File: config.mk
export PLATFORM = sky130hd
export DESIGN_NAME = cam_capture_ctrl
export DESIGN_NICKNAME = d
export VERILOG_FILES = /design/src/rtl/cam_capture_pkg.sv /design/src/rtl/cam_byte_packer.sv /design/src/rtl/cam_capture_ctrl.sv
export SDC_FILE = /design/constraint.sdc
export NUM_CORES = 1
export LEC_CHECK = 0
export ABC_AREA = 1
export CORE_MARGIN = 5
export CORE_UTILIZATION = 59
export CTS_CLUSTER_SIZE = 25
export DETAILED_ROUTE_END_ITERATION = 8
export PLACE_DENSITY = 0.87
export SLEW_MARGIN = 20
export SYNTH_ARGS = -nofsm -noshare
export SYNTH_HDL_FRONTEND = slang
export SYNTH_SLANG_ARGS = --single-unit
export TNS_END_PERCENT = 10
File: constraint.sdc
create_clock -name cmos_pclk -period 4.6 [get_ports cmos_pclk]
set_input_delay 0.46 -clock cmos_pclk [delete_from_list [all_inputs] [get_ports cmos_pclk]]
set_output_delay 0.46 -clock cmos_pclk [all_outputs]
set_load 0.02 [all_outputs]
File: src/rtl/cam_capture_pkg.sv
// Purpose : shared constants for the camera capture front-end.
// Contents: default frame geometry, bus widths, FSM state encoding and
//           byte-phase encoding used by cam_capture_ctrl and cam_byte_packer.
package cam_capture_pkg;

    localparam int unsigned DEF_H_WORDS     = 800;
    localparam int unsigned DEF_V_LINES     = 480;
    localparam int unsigned DEF_SKIP_FRAMES = 20;
    localparam int unsigned DEF_CNT_W       = 12;

    localparam int unsigned BYTE_W  = 8;
    localparam int unsigned WORD_W  = 16;
    localparam int unsigned STATE_W = 2;

    typedef logic [STATE_W-1:0] cap_state_t;

    localparam cap_state_t ST_SKIP   = 2'd0;
    localparam cap_state_t ST_WAIT   = 2'd1;
    localparam cap_state_t ST_ACTIVE = 2'd2;
    localparam cap_state_t ST_DROP   = 2'd3;

    // Byte phase within a pixel: high byte first, then low byte.
    localparam logic PH_HI = 1'b0;
    localparam logic PH_LO = 1'b1;

endpackage

File: src/rtl/cam_byte_packer.sv
// Purpose : two-flop synchronisers for vsync/href/data, edge detection and
//           byte-pair packing into 16-bit words (first byte in [15:8]).
// Ports   : cmos_pclk, rst_n_i        clock / async active-low reset
//           vsyn_i, href_i, data_i    raw camera pins
//           pack_en_i                 packing allowed (capture FSM in ACTIVE)
//           vs_rise_c_o, vs_fall_c_o  synchronised vsync edges
//           line_end_c_o              synchronised href fall
//           odd_byte_c_o              href fall with a lone high byte pending
//           word_valid_c_o            a word completes this cycle
//           word_o                    word register (valid the cycle after word_valid_c_o)
module cam_byte_packer
    import cam_capture_pkg::*;
(
    input  logic              cmos_pclk,
    input  logic              rst_n_i,
    input  logic              vsyn_i,
    input  logic              href_i,
    input  logic [BYTE_W-1:0] data_i,
    input  logic              pack_en_i,
    output logic              vs_rise_c_o,
    output logic              vs_fall_c_o,
    output logic              line_end_c_o,
    output logic              odd_byte_c_o,
    output logic              word_valid_c_o,
    output logic [WORD_W-1:0] word_o
);

    // Index 0 is stage 1, index 1 is stage 2.
    logic [1:0]        vsyn_q;
    logic [1:0]        href_q;
    logic [BYTE_W-1:0] data_s1_q;
    logic [BYTE_W-1:0] data_s2_q;
    logic              phase_q;
    logic              phase_d;
    logic [WORD_W-1:0] word_q;
    logic [WORD_W-1:0] word_d;
    logic              href_rise_c;
    logic              byte_vld_c;

    // Synchronisers, phase and word registers.
    always_ff @(posedge cmos_pclk or negedge rst_n_i) begin
        if (!rst_n_i) begin
            vsyn_q    <= '0;
            href_q    <= '0;
            data_s1_q <= '0;
            data_s2_q <= '0;
            phase_q   <= PH_HI;
            word_q    <= '0;
        end else begin
            vsyn_q    <= {vsyn_q[0], vsyn_i};
            href_q    <= {href_q[0], href_i};
            data_s1_q <= data_i;
            data_s2_q <= data_s1_q;
            phase_q   <= phase_d;
            word_q    <= word_d;
        end
    end

    // Edges are seen between stage 1 and stage 2; the byte in stage 2 is the
    // one belonging to the current href level, so the last byte of a line is
    // still processed in the href-fall cycle.
    assign vs_rise_c_o    = vsyn_q[0] & ~vsyn_q[1];
    assign vs_fall_c_o    = ~vsyn_q[0] & vsyn_q[1];
    assign href_rise_c    = href_q[0] & ~href_q[1];
    assign line_end_c_o   = ~href_q[0] & href_q[1];
    assign byte_vld_c     = pack_en_i & href_q[1];
    assign word_valid_c_o = byte_vld_c & (phase_q == PH_LO);
    assign odd_byte_c_o   = line_end_c_o & byte_vld_c & (phase_q == PH_HI);
    assign word_o         = word_q;

    // Phase toggle and byte placement.
    always_comb begin
        phase_d = phase_q;
        word_d  = word_q;
        if (!pack_en_i || href_rise_c) begin
            phase_d = PH_HI;
        end else if (byte_vld_c) begin
            if (phase_q == PH_HI) begin
                word_d[WORD_W-1 -: BYTE_W] = data_s2_q;
            end else begin
                word_d[BYTE_W-1:0] = data_s2_q;
            end
            phase_d = ~phase_q;
        end
    end

endmodule

File: src/rtl/cam_capture_ctrl.sv
// Purpose : camera capture control: start-up frame skipping, frame/line
//           tracking, FIFO write strobes and sticky geometry/overflow flags.
// Ports   : cmos_pclk, rst_133           clock / async active-low reset
//           cmos_vsyn/href/data          camera pins
//           err_clr                      clears sticky error flags
//           fifo_full, fifo_wr_en/_data  downstream FIFO write port
//           capture_en, frame_start/done frame status
//           lines_last, words_last       geometry of last closed frame / line
//           err_line, err_frame, err_ovf sticky error flags
module cam_capture_ctrl
    import cam_capture_pkg::*;
#(
    parameter int unsigned H_WORDS     = DEF_H_WORDS,
    parameter int unsigned V_LINES     = DEF_V_LINES,
    parameter int unsigned SKIP_FRAMES = DEF_SKIP_FRAMES,
    parameter int unsigned CNT_W       = DEF_CNT_W
) (
    input  logic              cmos_pclk,
    input  logic              rst_133,
    input  logic              cmos_vsyn,
    input  logic              cmos_href,
    input  logic [BYTE_W-1:0] cmos_data,
    input  logic              err_clr,
    input  logic              fifo_full,
    output logic              fifo_wr_en,
    output logic [WORD_W-1:0] fifo_wr_data,
    output logic              capture_en,
    output logic              frame_start,
    output logic              frame_done,
    output logic [CNT_W-1:0]  lines_last,
    output logic [CNT_W-1:0]  words_last,
    output logic              err_line,
    output logic              err_frame,
    output logic              err_ovf
);

    localparam int unsigned SKIP_W = $clog2(SKIP_FRAMES + 1);

    logic [1:0]        rst_sync_q;
    logic              rst_n;
    cap_state_t        state_q, state_d;
    logic [SKIP_W-1:0] skip_cnt_q, skip_cnt_d;
    logic [CNT_W-1:0]  line_cnt_q, line_cnt_d;
    logic [CNT_W-1:0]  word_cnt_q, word_cnt_d;
    logic [CNT_W-1:0]  lines_last_q, lines_last_d;
    logic [CNT_W-1:0]  words_last_q, words_last_d;
    logic              capture_en_q, capture_en_d;
    logic              frame_start_q, frame_start_d;
    logic              frame_done_q, frame_done_d;
    logic              fifo_wr_en_q, fifo_wr_en_d;
    logic              err_line_q, err_line_d;
    logic              err_frame_q, err_frame_d;
    logic              err_ovf_q, err_ovf_d;

    logic              vs_rise_c, vs_fall_c, line_end_c, odd_byte_c, word_valid_c;
    logic [CNT_W-1:0]  word_inc_c, word_now_c, line_inc_c, line_total_c;
    logic              ovf_now_c;

    // Reset asserts asynchronously, releases on a clock edge.
    always_ff @(posedge cmos_pclk or negedge rst_133) begin
        if (!rst_133) rst_sync_q <= '0;
        else          rst_sync_q <= {rst_sync_q[0], 1'b1};
    end
    assign rst_n = rst_sync_q[1];

    cam_byte_packer u_packer (
        .cmos_pclk      (cmos_pclk),
        .rst_n_i        (rst_n),
        .vsyn_i         (cmos_vsyn),
        .href_i         (cmos_href),
        .data_i         (cmos_data),
        .pack_en_i      (state_q == ST_ACTIVE),
        .vs_rise_c_o    (vs_rise_c),
        .vs_fall_c_o    (vs_fall_c),
        .line_end_c_o   (line_end_c),
        .odd_byte_c_o   (odd_byte_c),
        .word_valid_c_o (word_valid_c),
        .word_o         (fifo_wr_data)
    );

    // Saturating counts including the word that completes this cycle.
    assign word_inc_c = (&word_cnt_q) ? word_cnt_q : word_cnt_q + CNT_W'(1);
    assign word_now_c = word_valid_c ? word_inc_c : word_cnt_q;
    assign line_inc_c = (&line_cnt_q) ? line_cnt_q : line_cnt_q + CNT_W'(1);

    // State and output registers.
    always_ff @(posedge cmos_pclk or negedge rst_n) begin
        if (!rst_n) begin
            state_q       <= ST_SKIP;
            skip_cnt_q    <= '0;
            line_cnt_q    <= '0;
            word_cnt_q    <= '0;
            lines_last_q  <= '0;
            words_last_q  <= '0;
            capture_en_q  <= 1'b0;
            frame_start_q <= 1'b0;
            frame_done_q  <= 1'b0;
            fifo_wr_en_q  <= 1'b0;
            err_line_q    <= 1'b0;
            err_frame_q   <= 1'b0;
            err_ovf_q     <= 1'b0;
        end else begin
            state_q       <= state_d;
            skip_cnt_q    <= skip_cnt_d;
            line_cnt_q    <= line_cnt_d;
            word_cnt_q    <= word_cnt_d;
            lines_last_q  <= lines_last_d;
            words_last_q  <= words_last_d;
            capture_en_q  <= capture_en_d;
            frame_start_q <= frame_start_d;
            frame_done_q  <= frame_done_d;
            fifo_wr_en_q  <= fifo_wr_en_d;
            err_line_q    <= err_line_d;
            err_frame_q   <= err_frame_d;
            err_ovf_q     <= err_ovf_d;
        end
    end

    // Next-state, counters and error logic. err_clr is applied first so a
    // same-cycle error event overrides it.
    always_comb begin
        state_d       = state_q;
        skip_cnt_d    = skip_cnt_q;
        line_cnt_d    = line_cnt_q;
        word_cnt_d    = word_cnt_q;
        lines_last_d  = lines_last_q;
        words_last_d  = words_last_q;
        capture_en_d  = capture_en_q;
        frame_start_d = 1'b0;
        frame_done_d  = 1'b0;
        fifo_wr_en_d  = 1'b0;
        err_line_d    = err_clr ? 1'b0 : err_line_q;
        err_frame_d   = err_clr ? 1'b0 : err_frame_q;
        err_ovf_d     = err_clr ? 1'b0 : err_ovf_q;
        line_total_c  = line_cnt_q;
        ovf_now_c     = 1'b0;

        case (state_q)
            ST_SKIP: begin
                if (vs_rise_c) begin
                    skip_cnt_d = skip_cnt_q + SKIP_W'(1);
                    if (skip_cnt_q == SKIP_W'(SKIP_FRAMES - 1)) begin
                        capture_en_d = 1'b1;
                        state_d      = ST_WAIT;
                    end
                end
            end
            ST_WAIT: begin
                if (vs_fall_c) begin
                    frame_start_d = 1'b1;
                    line_cnt_d    = '0;
                    word_cnt_d    = '0;
                    state_d       = ST_ACTIVE;
                end
            end
            ST_ACTIVE: begin
                if (word_valid_c) begin
                    word_cnt_d = word_inc_c;
                    if (fifo_full) ovf_now_c    = 1'b1;
                    else           fifo_wr_en_d = 1'b1;
                end
                // Line close happens before any same-cycle frame close.
                if (line_end_c) begin
                    words_last_d = word_now_c;
                    if (word_now_c != CNT_W'(H_WORDS) || odd_byte_c) err_line_d = 1'b1;
                    line_total_c = line_inc_c;
                    line_cnt_d   = line_inc_c;
                    word_cnt_d   = '0;
                end
                if (ovf_now_c) err_ovf_d = 1'b1;
                if (vs_rise_c) begin
                    lines_last_d = line_total_c;
                    if (line_total_c != CNT_W'(V_LINES)) err_frame_d = 1'b1;
                    frame_done_d = ~ovf_now_c;
                    state_d      = ST_WAIT;
                end else if (vs_fall_c) begin
                    // Vsync fell again without a rise: restart the frame.
                    frame_start_d = 1'b1;
                    line_cnt_d    = '0;
                    word_cnt_d    = '0;
                end else if (ovf_now_c) begin
                    state_d = ST_DROP;
                end
            end
            ST_DROP: begin
                if (vs_rise_c) begin
                    lines_last_d = line_cnt_q;
                    state_d      = ST_WAIT;
                end
            end
            default: state_d = ST_SKIP;
        endcase
    end

    assign fifo_wr_en  = fifo_wr_en_q;
    assign capture_en  = capture_en_q;
    assign frame_start = frame_start_q;
    assign frame_done  = frame_done_q;
    assign lines_last  = lines_last_q;
    assign words_last  = words_last_q;
    assign err_line    = err_line_q;
    assign err_frame   = err_frame_q;
    assign err_ovf     = err_ovf_q;

endmodule

# Yosys cells after proc, flatten, opt, wreduce, memory -nomap -nowiden
# Cells that the tools add are included.
# Widths: inputs -> output; s select.
word_totals:
  reg_bits: 101
  input_bits: 14
  output_inout_bits: 47
  elab_cells: 117
op_classes:
  add_sub_neg: 3
  n_eq_ne: 13
  mux: 48
  bitwise_logic: 15
  n_reduce_logical: 17
op_table:
  columns: ["operator", "n"]
  rows:
  - ["$mux 12", 13]
  - ["$pmux 12 s2", 3]
  - ["$add 12x1->12 const B", 2]
  - ["$reduce_and 12->1", 2]
  - ["$mux 1", 23]
  - ["$mux 2", 7]
  - ["$ne 12x10->1 const B", 1]
  - ["$ne 12x9->1 const B", 1]
  - ["$reduce_and 3->1", 4]
  - ["$and 1x1->1", 8]
  - ["$pmux 2 s4", 1]
  - ["$not 1->1", 7]
  - ["$ne 2x1->1 const B", 3]
  - ["$ne 3x3->1 const B", 2]
  - ["$reduce_and 2->1", 3]
  - ["$reduce_and 6->1", 1]
  - ["$reduce_bool 2->1", 3]
  - ["$add 5x1->5 const B", 1]
  - ["$eq 5x5->1 const B", 1]
  - ["$eq 2x2->1 const B", 2]
  - ["$ne 2x2->1 const B", 2]
  - ["$eq 2x1->1 const B", 1]
  - ["$logic_not 2->1", 1]
  - ["$logic_or 1x1->1", 2]
  - ["other kinds (2)", 2]

# Logic depth before layout (Yosys ltp)
logic_depth:
  word_depth: 9
  ltp_mapped: 15
  mapped_depth_nobuf: 14

# Hierarchy
# Synthesis repeated with hierarchy kept, for this count alone.
unflattened:
  cells_unflattened: 560
  hier_area_um2: 4810.9
by_module_without_submodules:
  columns: ["mod", "instances", "cells_each", "area_each_um2", "seq_area_each_um2"]
  rows:
  - ["cam_capture_ctrl", 1, 456, 3532.1, 1601.5]
  - ["cam_byte_packer", 1, 104, 1278.7, 925.9]

# Worst setup path after synthesis
# No wires, ideal clock.
synth_path:
  path_type: "register to register"
  start: "reg state_q[0]"
  end: "reg err_line_q (netlist: err_line)"
  t_arrival_ns: 1.631
  setup_slack_ns: 2.852
  path_stages_with_launch: 15
  n_path_buf: 1
  path_cell_list: "dfrtp_1 inv_1 ha_1 clkbuf_8 nand3_4 nor2_4 nand3_1 nand2_1 inv_1 nor2_1 nand2_1 nor2_1 nand3_1 nand2_1 nand2_1"
synth_between:
  elab_chain_len: 9
  elab_cells_between_ends: 11
  classes_between: "2 x eq/ne; 4 x mux; 4 x bitwise; 1 x reduce/logical"
synth_rtl:
  columns: ["item", "line_no", "text"]
  rows:
  - ["start: declaration", "cam_capture_ctrl.sv:41", "cap_state_t state_q, state_d;"]
  - ["start signal: assignment", "cam_capture_ctrl.sv:103", "state_q <= state_d;"]
  - ["$eq 2x2->1 *", "cam_capture_ctrl.sv:72, cam_capture_ctrl.sv:138", null]
  - ["$and 1x1->1", "cam_byte_packer.sv:66", "assign byte_vld_c = pack_en_i & href_q[1];"]
  - ["$and 1x1->1", "cam_byte_packer.sv:67", "assign word_valid_c_o = byte_vld_c & (phase_q == PH_LO);"]
  - ["$mux 12", "cam_capture_ctrl.sv:83", "assign word_now_c = word_valid_c ? word_inc_c : word_cnt_q;"]
  - ["$ne 12x10->1", "cam_capture_ctrl.sv:165", "if (word_now_c != CNT_W'(H_WORDS) || odd_byte_c) err_line_d = 1'b1;"]
  - ["$logic_or 1x1->1", "cam_capture_ctrl.sv:165", null]
  - ["$mux 1", "cam_capture_ctrl.sv:165", null]
  - ["$mux 1", "cam_capture_ctrl.sv:163", "if (line_end_c) begin"]
  - ["$mux 1 *", "cam_capture_ctrl.sv:138", "case (state_q)"]
  - ["net err_line_d", "cam_capture_ctrl.sv:51", "logic err_line_q, err_line_d;"]
  - ["end signal: assignment", "cam_capture_ctrl.sv:113", "err_line_q <= err_line_d;"]
  - ["end: declaration", "cam_capture_ctrl.sv:51", null]
# The timed path passes the listed nets; every way through them passes the cells marked *.
# A chain may end at the register's enable or synchronous reset.

# Worst setup path in the final report
# Same ends and word-level chain as after synthesis.

==> flow_summary.yaml <==
status:
  status: "finished clean"
clock_tree:
  post_cts_resized: 0
  post_cts_buffers: 0
  cts_buffers: 9
  htreeDepth: 3
  tritoncts: "built"
  clk_pin_slew_ns: 0.10
  clock_path_buffers: 2
  ctsHoldBuffers: 0
  worstSkewPairLatency_ns: 0.38
  cts_root_buf: "clkbuf_8"
  clock_sinks: 101
yosys:
  netlist_instances: 548
  synth_cell_types: 39
  ys_seq_area_share_pct: 54.0
  postSynthRegisterBits: 101
  synth_edf_count: 0
  syn_area_per_cell_um2: 8.53
  yosysWarnings: 0
  synth.cell_area_um2: 4680
  ys.flop_type: "dfrtp_1"
  syn_nets: 570
  async_flop_share_pct: 100
job:
  cap_violations: 0
worst_setup_path:
  critPathMaxStageDelay_ns: 0.44
  cp_max_fo: 22
  start_kind: "register"
  setup.worst_path.end_class: "register"
  regToRegSetupSlack_ns: 2.06
  cp_data_arrival_time_ns: 2.81
  endpoint: "err_line$_DFF_PN0_"
  rr_startpoint: "state_q[0]$_DFFE_PN0P_"
  crit_buf_inv: 2
  startpoint: "state_q[0]$_DFFE_PN0P_"
  cp_top_family: "simple AND/OR/NAND/NOR gates"
  crit-reg2reg-capture: "err_line$_DFF_PN0_"
  cpMostUsedCell: "nand2_1"
  required_ns: 4.87
  path_class: "reg2reg"
  cp_num_cells: 13
  cp_cell_sequence: "inv_1 -> ha_1 -> nand3_4 -> inv_2 -> nand3_1 -> nor2_1 -> nand2_1 -> nand2_1 -> nand3_1 -> nor2_1 -> nand3_1 -> nand2_1 -> nand2_1"
  reg2regPathDepth: 13
  cp_slowest_cell: "dfrtp_1"
route:
  wl_um: 11000
  antenna_left: 0
  vias: 4022
  wl_per_cell_um: 15.4
  firstDrtPassIters: 6
  viasPerCell: 5.62
  drtIter0Drc: 276
  route.detailed.drc: 0
timing:
  tns_ns: 0
  setup-violations-final: 0
  fin_crit_sh_pct: 55.3
  clock_skew_ns: 0.0119
  grt_setup_unrepaired: "false"
  fmax_ghz: 0.393
  worst_slew_pin_slew_ns: 1.04
  drv_slew: 0
  relSlewSlack_pct: 30.3
  hold_viol: 0
  period_needed_ns: 2.54
die:
  core_area_um2: 7730
  die_area_um2: 9810
  fp-row-count: 32
  die_h_um: 99.0
  start_util_pct: 60.5
  pin_count: 61
  die_w_um: 99.0
cells_and_area:
  final_layout_size_suffix_gt1_share_pct: 5.70
  final_common_cell: "nand2_1"
  diodes: 0
  final_cell_mix: "nand2_1 (147), dfrtp_1 (100), inv_1 (67), clkdlybuf4s50_1 (60), o21ai_0 (47)"
  nNetsFinal: 631
  fin_area_um2: 5560
  area_growth_syn_to_layout_pct: 18.9
  nFillCells: 564
grt:
  antenna_found_initial: 0
  grt_pass1_vias: 3857
  grt_util_all_layers_pct: 23.6
  grt_overflow: 0
  grt_max_degree: 58
  grt_pass1_wl_um: 18500
power:
  leakagePower_nw: 2.62
  power_density_nw_per_um2: 460
  vdd_drop_max_mv: 0.282
placement:
  place_area_um2: 5360
  gp_congestion: 1.03
  dp_hpwl_um: 7920
  port_buffers: 60
min_path:
  hp-class: "in2async"
[how the worst min path moves through the flow]
stage | endpoint | slack, ns | depth (start not counted)
5_1_grt | rst_sync_q[1]$_DFF_PN0_ | 0.21 | 1
2_1_floorplan | rst_sync_q[0]$_DFF_PN0_ | 0.16 | 0
4_1_cts | rst_sync_q[1]$_DFF_PN0_ | 0.21 | 1
6_report | rst_sync_q[0]$_DFF_PN0_ | 0.23 | 1
3_5_place_dp | u_packer.data_s1_q[7]$_DFF_PN0_ | 0.33 | 0
3_3_place_gp | u_packer.data_s1_q[7]$_DFF_PN0_ | 0.32 | 0
[per-stage QoR]
| stage | hold WS [ns] | utilization, % | std cells | total power (W) | worst slack, ns |
|---|---|---|---|---|---|
| floorplan | 0.164 | - | 548 | 0.00163 | 1.58 |
| global placement | 0.322 | 69.3 | 700 | 0.00194 | 2.19 |
| detailed placement | 0.332 | 69.3 | 700 | 0.00199 | 2.13 |
| CTS | 0.214 | 72.0 | 716 | 0.00257 | 2.11 |
| global route | 0.213 | 72.0 | 716 | 0.00270 | 1.80 |
| finish | 0.230 | 72.0 | 716 | 0.00256 | 2.06 |
[Yosys cell counts, types with 2 or more instances]
cell type    n  share of area [%]
xnor2_1      3               0.56
inv_1       67                5.4
nand3_1     34                3.6
nand3b_1     2               0.32
inv_2        2               0.16
a31oi_1      2               0.27
dfrtp_1    101                 54
clkbuf_1     8               0.64
o21a_1       3               0.48
nand2_2      3               0.40
o21bai_1     2               0.32
nor2_1      45                3.6
o21ai_1      2               0.21
ha_1         8                2.1
nor2_4       4               0.96
xor2_1       3               0.56
o21ai_0     47                5.0
o22ai_1     16                2.1
a21oi_1     18                1.9
nand2_1    147                 12
nand4_1     11                1.5
nand3_2      3               0.64
[worst reg2reg max path, delay by kind of cell (launching register included)]
family	cells	cell delay (ns)
adders and majority gates	1	0.35
buffers and inverters	2	0.34
DFF	1	0.44
and+or+nand+nor	10	1.30
[metal layers]
metal	up-vias	wire [µm]	global-route usage, %
met4	0	247	8.30
met5	-	0	0
met2	179	5580	39.3
met3	31	776	4.74
li1	1899	-	-
met1	1913	4410	30.8
[flip-flops by register name, summed over array words and instances (netlist names), 2 cells and up]
register,flops
line_cnt_q,12
lines_last,12
rst_sync_q,2
skip_cnt_q,5
state_q,2
u_packer.data_s1_q,8
u_packer.data_s2_q,8
u_packer.href_q,2
u_packer.vsyn_q,2
u_packer.word_o,16
word_cnt_q,12
words_last,12
[cell type report]
| type | instances | area [µm²] | share of cell area [%] |
|---|---|---|---|
| clock buffer | 10 | 128 | 2.29 |
| clock inverter | 6 | 77.6 | 1.39 |
| inverter | 69 | 259 | 4.66 |
| multi-input combinational | 367 | 1830 | 32.9 |
| sequential | 101 | 2530 | 45.5 |
| tap | 102 | 128 | 2.29 |
| timing repair buffer | 61 | 608 | 10.9 |
[cells by family after synthesis]
family                     Yosys count  share of synthesized area, %
and+or+nand+nor                    253                          23.6
buffers and inverters               80                          6.82
adders and majority gates            8                          2.14
xor gates and xnor gates             6                          1.12
other                                1                        0.0802
muxes                                2                         0.455
AOI/OAI and AO/OA                   97                          11.7
DFF                                101                          54.0
[power breakdown]
group / leakage, nW / switching (W) / internal, W
clock: 0.101 / 0.000323 / 0.000262
combinational: 1.22 / 0.000476 / 0.000340
sequential: 1.30 / 0.000108 / 0.00105
(Power assumes the default switching activity.)
